`config.mk`:
```
export PLATFORM = sky130hd
export DESIGN_NAME = o_drain_writer_flat
export DESIGN_NICKNAME = d
export VERILOG_FILES = /design/src/rtl/o_drain_writer_if.sv /design/src/rtl/o_drain_writer.sv /design/src/flat_wrapper.sv
export SDC_FILE = /design/constraint.sdc
export NUM_CORES = 1
export LEC_CHECK = 0
export ABC_AREA = 1
export BUFFER_PORTS_ARGS = -buffer_cell sky130_fd_sc_hd__buf_4
export CAP_MARGIN = 20
export CORE_MARGIN = 10
export CORE_UTILIZATION = 58
export DETAILED_ROUTE_END_ITERATION = 10
export PLACE_DENSITY_LB_ADDON = 0.05
export SYNTH_ARGS = -nofsm -noshare
export SYNTH_HDL_FRONTEND = slang
export SYNTH_SLANG_ARGS = --single-unit
```
`constraint.sdc`:
```
create_clock -name clk -period 2.3 [get_ports clk]
set_input_delay 0.23 -clock clk [delete_from_list [all_inputs] [get_ports clk]]
set_output_delay 0.23 -clock clk [all_outputs]
set_load 0.02 [all_outputs]
```
`src/rtl/o_drain_writer_if.sv`:
```
// Signal bundle between the O-buffer drain writer (master) and its environment:
// the system controller, the O buffer read port and the output BRAM write port.
interface o_drain_writer_if #(
  parameter int ARRAY_M    = 16,
  parameter int RAM_SIZE   = 1024,
  parameter int ADDR_WIDTH = $clog2(RAM_SIZE),
  parameter int OUT_WIDTH  = 32
);
  localparam int IDX_WIDTH = (ARRAY_M > 1) ? $clog2(ARRAY_M) : 1;

  logic                  start;
  logic [ADDR_WIDTH:0]   num_rows;
  logic [IDX_WIDTH:0]    num_cols;
  logic [ADDR_WIDTH-1:0] o_base_addr;
  logic [31:0]           bram_base_addr;
  logic [31:0]           row_stride;
  logic [IDX_WIDTH-1:0]  o_ram_idx;
  logic [ADDR_WIDTH-1:0] o_read_addr;
  logic [OUT_WIDTH-1:0]  data_read;
  logic [31:0]           bram_w_addr;
  logic [31:0]           bram_w_data;
  logic [3:0]            bram_w_en;
  logic                  bram_w_ready;
  logic                  busy;
  logic                  done;

  modport master (
    input  start, num_rows, num_cols, o_base_addr, bram_base_addr, row_stride,
    input  data_read, bram_w_ready,
    output o_ram_idx, o_read_addr, bram_w_addr, bram_w_data, bram_w_en, busy, done
  );

  modport slave (
    output start, num_rows, num_cols, o_base_addr, bram_base_addr, row_stride,
    output data_read, bram_w_ready,
    input  o_ram_idx, o_read_addr, bram_w_addr, bram_w_data, bram_w_en, busy, done
  );
endinterface

```
`src/rtl/o_drain_writer.sv`:
```
// Drains one tile from the column-banked O buffer into the output BRAM in row-major order:
// address the buffer, wait out its read latency, then write the word with a ready handshake.
module o_drain_writer #(
  parameter int ARRAY_M    = 16,
  parameter int RAM_SIZE   = 1024,
  parameter int ADDR_WIDTH = $clog2(RAM_SIZE),
  parameter int OUT_WIDTH  = 32,
  parameter int RD_LATENCY = 1
) (
  input  logic             clk,
  input  logic             reset,
  o_drain_writer_if.master bus
);
  localparam int IDX_WIDTH = (ARRAY_M > 1) ? $clog2(ARRAY_M) : 1;
  localparam int CW        = IDX_WIDTH + 1;
  localparam int RW        = ADDR_WIDTH + 1;
  localparam logic [2:0]    WAIT_LAST  = 3'(RD_LATENCY - 1);
  localparam logic [RW-1:0] RAM_SIZE_W = RW'(RAM_SIZE);

  typedef enum logic [2:0] {
    S_IDLE,
    S_ISSUE,
    S_WAIT,
    S_WRITE,
    S_DONE
  } state_t;

  state_t                state_q;
  logic [RW-1:0]         rows_q;
  logic [RW-1:0]         row_q;
  logic [CW-1:0]         cols_q;
  logic [CW-1:0]         col_q;
  logic [31:0]           stride_q;
  logic [31:0]           row_byte_q;
  logic [31:0]           w_addr_q;
  logic [ADDR_WIDTH-1:0] rd_row_q;
  logic [ADDR_WIDTH-1:0] read_addr_q;
  logic [IDX_WIDTH-1:0]  ram_idx_q;
  logic [2:0]            wait_q;
  logic [OUT_WIDTH-1:0]  data_q;
  logic [3:0]            w_en_q;
  logic                  busy_q;
  logic                  done_q;

  logic [CW-1:0]         col_inc;
  logic [RW-1:0]         row_inc;
  logic                  col_last;
  logic                  row_last;
  logic [ADDR_WIDTH-1:0] start_rd_addr;
  logic [ADDR_WIDTH-1:0] next_rd_addr;
  logic [31:0]           next_row_byte;

  // Operand never exceeds 2*RAM_SIZE-1, so one conditional subtraction is a full modulo.
  function automatic logic [ADDR_WIDTH-1:0] wrap_addr(input logic [RW-1:0] a);
    if (a >= RAM_SIZE_W) begin
      return ADDR_WIDTH'(a - RAM_SIZE_W);
    end
    return ADDR_WIDTH'(a);
  endfunction

  always_comb begin
    col_inc       = col_q + CW'(1);
    row_inc       = row_q + RW'(1);
    col_last      = (col_inc == cols_q);
    row_last      = (row_inc == rows_q);
    start_rd_addr = wrap_addr({1'b0, bus.o_base_addr});
    next_rd_addr  = wrap_addr({1'b0, rd_row_q} + RW'(1));
    next_row_byte = row_byte_q + stride_q;
  end

  always_ff @(posedge clk or negedge reset) begin
    if (!reset) begin
      state_q     <= S_IDLE;
      rows_q      <= '0;
      row_q       <= '0;
      cols_q      <= '0;
      col_q       <= '0;
      stride_q    <= '0;
      row_byte_q  <= '0;
      w_addr_q    <= '0;
      rd_row_q    <= '0;
      read_addr_q <= '0;
      ram_idx_q   <= '0;
      wait_q      <= '0;
      data_q      <= '0;
      w_en_q      <= '0;
      busy_q      <= 1'b0;
      done_q      <= 1'b0;
    end else begin
      done_q <= 1'b0;
      case (state_q)
        S_IDLE: begin
          if (bus.start) begin
            rows_q     <= bus.num_rows;
            cols_q     <= bus.num_cols;
            stride_q   <= bus.row_stride;
            rd_row_q   <= start_rd_addr;
            row_byte_q <= bus.bram_base_addr;
            row_q      <= '0;
            col_q      <= '0;
            busy_q     <= 1'b1;
            if (bus.num_rows == '0 || bus.num_cols == '0) begin
              state_q <= S_DONE;
              done_q  <= 1'b1;
            end else begin
              // Buffer-side outputs are registered so they are valid throughout ISSUE.
              state_q     <= S_ISSUE;
              ram_idx_q   <= '0;
              read_addr_q <= start_rd_addr;
              w_addr_q    <= bus.bram_base_addr;
            end
          end
        end

        S_ISSUE: begin
          state_q <= S_WAIT;
          wait_q  <= '0;
        end

        S_WAIT: begin
          if (wait_q == WAIT_LAST) begin
            data_q  <= bus.data_read;
            w_en_q  <= 4'hF;
            state_q <= S_WRITE;
          end else begin
            wait_q <= wait_q + 3'd1;
          end
        end

        S_WRITE: begin
          if (bus.bram_w_ready) begin
            w_en_q <= '0;
            if (!col_last) begin
              col_q     <= col_inc;
              ram_idx_q <= col_inc[IDX_WIDTH-1:0];
              w_addr_q  <= w_addr_q + 32'd4;
              state_q   <= S_ISSUE;
            end else if (!row_last) begin
              // Row change: running bases replace any row*stride product.
              col_q       <= '0;
              ram_idx_q   <= '0;
              row_q       <= row_inc;
              rd_row_q    <= next_rd_addr;
              read_addr_q <= next_rd_addr;
              row_byte_q  <= next_row_byte;
              w_addr_q    <= next_row_byte;
              state_q     <= S_ISSUE;
            end else begin
              state_q <= S_DONE;
              done_q  <= 1'b1;
            end
          end
        end

        S_DONE: begin
          state_q <= S_IDLE;
          busy_q  <= 1'b0;
        end

        default: begin
          state_q <= S_IDLE;
          busy_q  <= 1'b0;
        end
      endcase
    end
  end

  assign bus.o_ram_idx   = ram_idx_q;
  assign bus.o_read_addr = read_addr_q;
  assign bus.bram_w_addr = w_addr_q;
  assign bus.bram_w_en   = w_en_q;
  assign bus.busy        = busy_q;
  assign bus.done        = done_q;

  generate
    if (OUT_WIDTH >= 32) begin : g_data_wide
      assign bus.bram_w_data = data_q[31:0];
    end else begin : g_data_narrow
      assign bus.bram_w_data = {{(32 - OUT_WIDTH){1'b0}}, data_q};
    end
  endgenerate
endmodule

```
`src/flat_wrapper.sv`:
```
// flat-port wrapper written by rule: the top's interface ports become plain ports
module o_drain_writer_flat 
#(
  parameter int ARRAY_M    = 16,
  parameter int RAM_SIZE   = 1024,
  parameter int ADDR_WIDTH = $clog2(RAM_SIZE),
  parameter int OUT_WIDTH  = 32,
  parameter int RD_LATENCY = 1
)
  (clk, reset, bus_start, bus_num_rows, bus_num_cols, bus_o_base_addr, bus_bram_base_addr, bus_row_stride, bus_data_read, bus_bram_w_ready, bus_o_ram_idx, bus_o_read_addr, bus_bram_w_addr, bus_bram_w_data, bus_bram_w_en, bus_busy, bus_done);
  o_drain_writer_if #(.ARRAY_M(ARRAY_M), .RAM_SIZE(RAM_SIZE), .ADDR_WIDTH(ADDR_WIDTH), .OUT_WIDTH(OUT_WIDTH)) bus_i ();
  input  logic clk;
  input  logic reset;
  input wire logic [$bits(bus_i.start)-1:0] bus_start;
  input wire logic [$bits(bus_i.num_rows)-1:0] bus_num_rows;
  input wire logic [$bits(bus_i.num_cols)-1:0] bus_num_cols;
  input wire logic [$bits(bus_i.o_base_addr)-1:0] bus_o_base_addr;
  input wire logic [$bits(bus_i.bram_base_addr)-1:0] bus_bram_base_addr;
  input wire logic [$bits(bus_i.row_stride)-1:0] bus_row_stride;
  input wire logic [$bits(bus_i.data_read)-1:0] bus_data_read;
  input wire logic [$bits(bus_i.bram_w_ready)-1:0] bus_bram_w_ready;
  output wire logic [$bits(bus_i.o_ram_idx)-1:0] bus_o_ram_idx;
  output wire logic [$bits(bus_i.o_read_addr)-1:0] bus_o_read_addr;
  output wire logic [$bits(bus_i.bram_w_addr)-1:0] bus_bram_w_addr;
  output wire logic [$bits(bus_i.bram_w_data)-1:0] bus_bram_w_data;
  output wire logic [$bits(bus_i.bram_w_en)-1:0] bus_bram_w_en;
  output wire logic [$bits(bus_i.busy)-1:0] bus_busy;
  output wire logic [$bits(bus_i.done)-1:0] bus_done;
  assign bus_i.start = bus_start;
  assign bus_i.num_rows = bus_num_rows;
  assign bus_i.num_cols = bus_num_cols;
  assign bus_i.o_base_addr = bus_o_base_addr;
  assign bus_i.bram_base_addr = bus_bram_base_addr;
  assign bus_i.row_stride = bus_row_stride;
  assign bus_i.data_read = bus_data_read;
  assign bus_i.bram_w_ready = bus_bram_w_ready;
  assign bus_o_ram_idx = bus_i.o_ram_idx;
  assign bus_o_read_addr = bus_i.o_read_addr;
  assign bus_bram_w_addr = bus_i.bram_w_addr;
  assign bus_bram_w_data = bus_i.bram_w_data;
  assign bus_bram_w_en = bus_i.bram_w_en;
  assign bus_busy = bus_i.busy;
  assign bus_done = bus_i.done;
  o_drain_writer #(.ARRAY_M(ARRAY_M), .RAM_SIZE(RAM_SIZE), .ADDR_WIDTH(ADDR_WIDTH), .OUT_WIDTH(OUT_WIDTH), .RD_LATENCY(RD_LATENCY)) u_core (.clk(clk), .reset(reset), .bus(bus_i));
endmodule
```
==> results.sh <==
export IMPL_clk_pin_slew_ns=0.09
export IMPL_multi_input_area_um2=7430
export IMPL_cp_common_cell="nand2_1"
export IMPL_cpPeakStageDelay_ns=0.45
export IMPL_synth_top_family_by_area="simple AND/OR/NAND/NOR gates"
export IMPL_syn_num_nets=1884
export IMPL_yosys_area_share_simple_pct=35.3
export IMPL_synth_compound_area_share_pct=5.67
export IMPL_ant_nets=0
export IMPL_synth_edff_count=0
export IMPL_drive_gt1_share_pct=29.3
export IMPL_rsz0062_at_grt="true"
export IMPL_ff_latch_area_um2=4830
export IMPL_vdd_drop_max_uv=1310
export IMPL_nFillCells=1398
export IMPL_cts_buffers=17
export IMPL_syn_area_um2=12400
export IMPL_grt_pass1_wl_um=66200
export IMPL_setup_violations=104
export IMPL_num_io_pins=210
export IMPL_place_hpwl_um=30500
export IMPL_crit_type="reg2reg"
export IMPL_io_buffers=209
export IMPL_ys_seq_area_share_pct=39.0
export IMPL_final_cell_mix="630 x nand2_1, 270 x buf_4, 189 x dfrtp_1, 153 x inv_1, 115 x nand3_1"
export IMPL_insertion_delay_ns=0.46
export IMPL_area_delta_synth_final_pct=35.8
export IMPL_worst_ep_arrival_time_ns=2.86
export IMPL_critical_path_top_delay_family="simple AND/OR/NAND/NOR gates"
export IMPL_hp_class="in2reg"
export IMPL_design_area_um2=16800
export IMPL_vias=13527
export IMPL_drt_total_wl_um=47400
export IMPL_fmax_mhz=407
export IMPL_dieArea_um2=27600
export IMPL_slew_viol_final=0
export IMPL_synth_top_flop_cell="dfrtp_1"
export IMPL_grt_overflow_total=0
export IMPL_cp_depth=15
export IMPL_pre_cts_slack_ns=-0.141
export IMPL_final_hold_viol_count=1
export IMPL_wl_per_cell_um=20.5
export IMPL_relSlewSlack_pct=53.6
export IMPL_synth_mux_area_fraction_pct=6.37
export IMPL_netlist_instances=1720
export IMPL_cts_tree="done"
export IMPL_core_area_um2=21000
export IMPL_maxCapViolCount=0
export IMPL_met2_usage_pct=50.1
export IMPL_grt_use_met1_pct=33.9
export IMPL_holdPathStages=2
export IMPL_cp_num_buf_inv=1
export IMPL_cp_end_kind="flop"
export IMPL_drtIter0Drc=1518
export IMPL_post_route_period_util_pct=107
export IMPL_dpl_cell_area_um2=14500
export IMPL_first_global_vias=12635
export IMPL_synth_cell_types=46
export IMPL_layout_commonest_cell="nand2_1"
export IMPL_synthAdderAreaFrac_pct=3.90
export IMPL_place_congestion=1.01
export IMPL_use_met3_pct=5.84
export IMPL_syn_area_per_cell_um2=7.20
export IMPL_clock_sinks=193
export IMPL_rows=53
export IMPL_nets=2194
export IMPL_cts_max_level=4
export IMPL_status="finished with violations"
export IMPL_tightest_slew_ns=0.696
export IMPL_synth_seq_cells=193
export IMPL_reg2reg_depth=15
export IMPL_globalRouteTotalUtil_pct=29.2
export IMPL_die_h_um=166
export IMPL_startpoint_type="flop"
export IMPL_antenna_found_initial=0
export IMPL_clockBufferDepth=2
export IMPL_power_density_nw_per_um2=1630
export IMPL_utilization_pct=79.9
export IMPL_violations="hold timing, setup timing"
export IMPL_root_buffer="clkbuf_16"
export IMPL_die_x_um=166
export IMPL_drc=0
export IMPL_viasPerCell=5.84
export IMPL_path_max_fanout=8
export IMPL_gr_max_usage_layer="met2"
export IMPL_yosysWarnings=0
export IMPL_synth_xor_area_share_pct=2.62
export IMPL_cp_slowest_cell="dfrtp_2"
export IMPL_critPathRequiredTime_ns=2.70
export IMPL_crit_path_cell_trace="nand2_1 > nor2_4 > nand3_1 > nand2_1 > nand2_1 > nand2_1 > nand2_1 > nor2_2 > nand3_2 > nor2_4 > nand2_4 > buf_12 > nand2_4 > nand2_1 > nand2_1"
export IMPL_grt_max_degree=63
export IMPL_hold_slack_ns=-0.00422
export IMPL_setup_slack_ns=-0.158
export IMPL_p_leak_nw=8.70
export IMPL_drtPass1Iterations=6
export IMPL_start_util_pct=58.9
export IMPL_diodes=0
export IMPL_period_needed_ns=2.46
export IMPL_fin_worst_skew_ns=0.0153
export IMPL_ys_async_sr_fraction_pct=100
export IMPL_power_mw=27.3
## layout make-up
class	count	share of cell area, %
Inverter	157	3.51
Multi-Input combinational cell	1323	44.2
Timing Repair Buffer	338	17.7
Sequential cell	193	28.8
Tap cell	275	2.05
Clock buffer	17	2.53
Clock inverter	15	1.27
## synth_stat cells, drive strengths merged, types with 15 or more instances
master  instances  area share (%)
a21oi          43             1.8
buf            40             1.9
dfrtp         193              39
ha             37             3.7
inv           157             4.8
mux2           70             6.4
nand2         710              22
nand3         145             6.0
nand4          15            0.76
nor2          130             4.5
nor3           21            0.85
o21ai          63             2.6
xor2           24             1.7
## cells by family (layout without fill, tap and decap cells)
group / count (synthesis) / in the layout
buf+inv: 210 / 527
flops: 193 / 193
compound gates: 127 / 127
mux: 70 / 70
simple gates: 1045 / 1051
xor+xnor: 37 / 37
fa+ha+maj: 38 / 38
## path summary, 6_finish.rpt
kind	from	endpoint	slack (ns)
worst max-delay path	u_core.row_q[2]	u_core.bus.o_ram_idx[2]	-0.16
worst min-delay path	bus_data_read[13]	u_core.bus.bram_w_data[13]	-0.004
worst max register to register	u_core.row_q[2]	u_core.bus.o_ram_idx[2]	-0.16
worst min register to register	u_core.bus.o_read_addr[2]	u_core.bus.o_read_addr[2]	0.49
max in group asynchronous	reset	u_core.bus.bram_w_addr[30]	1.26
min in group asynchronous	reset	u_core.stride_q[20]	0.31
## registers in the layout (all words and copies together) (netlist names)
register and count:
u_core.bus.bram_w_addr 32, u_core.bus.bram_w_data 32, u_core.bus.bram_w_en 1, u_core.bus.busy 1, u_core.bus.done 1, u_core.bus.o_ram_idx 4
u_core.bus.o_read_addr 10, u_core.col_q 5, u_core.cols_q 5, u_core.rd_row_q 10, u_core.row_byte_q 32, u_core.row_q 11
u_core.rows_q 11, u_core.state_q 3, u_core.stride_q 32, u_core.wait_q 3
## per-stage QoR
stage	instances	TNS, ns
after floorplan	1720	0
after global placement	2208	0
after detailed placement	2208	-3.32
after CTS	2282	0
after global routing	2318	-18.75
final	2318	-8.21
## power by group
group	switching [mW]	internal [mW]
sequential	1.37	4.94
combinational	10.8	6.92
clock	1.71	1.53
## layer usage
layer	up-vias	share of wire, %	routed length, µm
met5	-	0	0
met4	0	7.0	3310
met3	251	9.1	4300
met2	832	48	22900
met1	6328	36	16900
li1	6116	-	-
## worst register-to-register path, delay by kind of cell (launching register included)
family / cells / cell delay (ns)
flip-flops: 1 / 0.45
buffers and inverters: 1 / 0.18
AND/OR/NAND/NOR: 14 / 1.79
## what timing repair did
action / in CTS / in global routing
cloned: 1 / 15
gates resized for setup: 15 / 206
endpoints found under the hold margin: 73 / 0
setup endpoints to repair: 84 / 107
setup buffers: 13 / 24
hold buffers: 28 / 0
pin swaps: 10 / 46
Note: power is estimated with default switching activity, not from simulation.
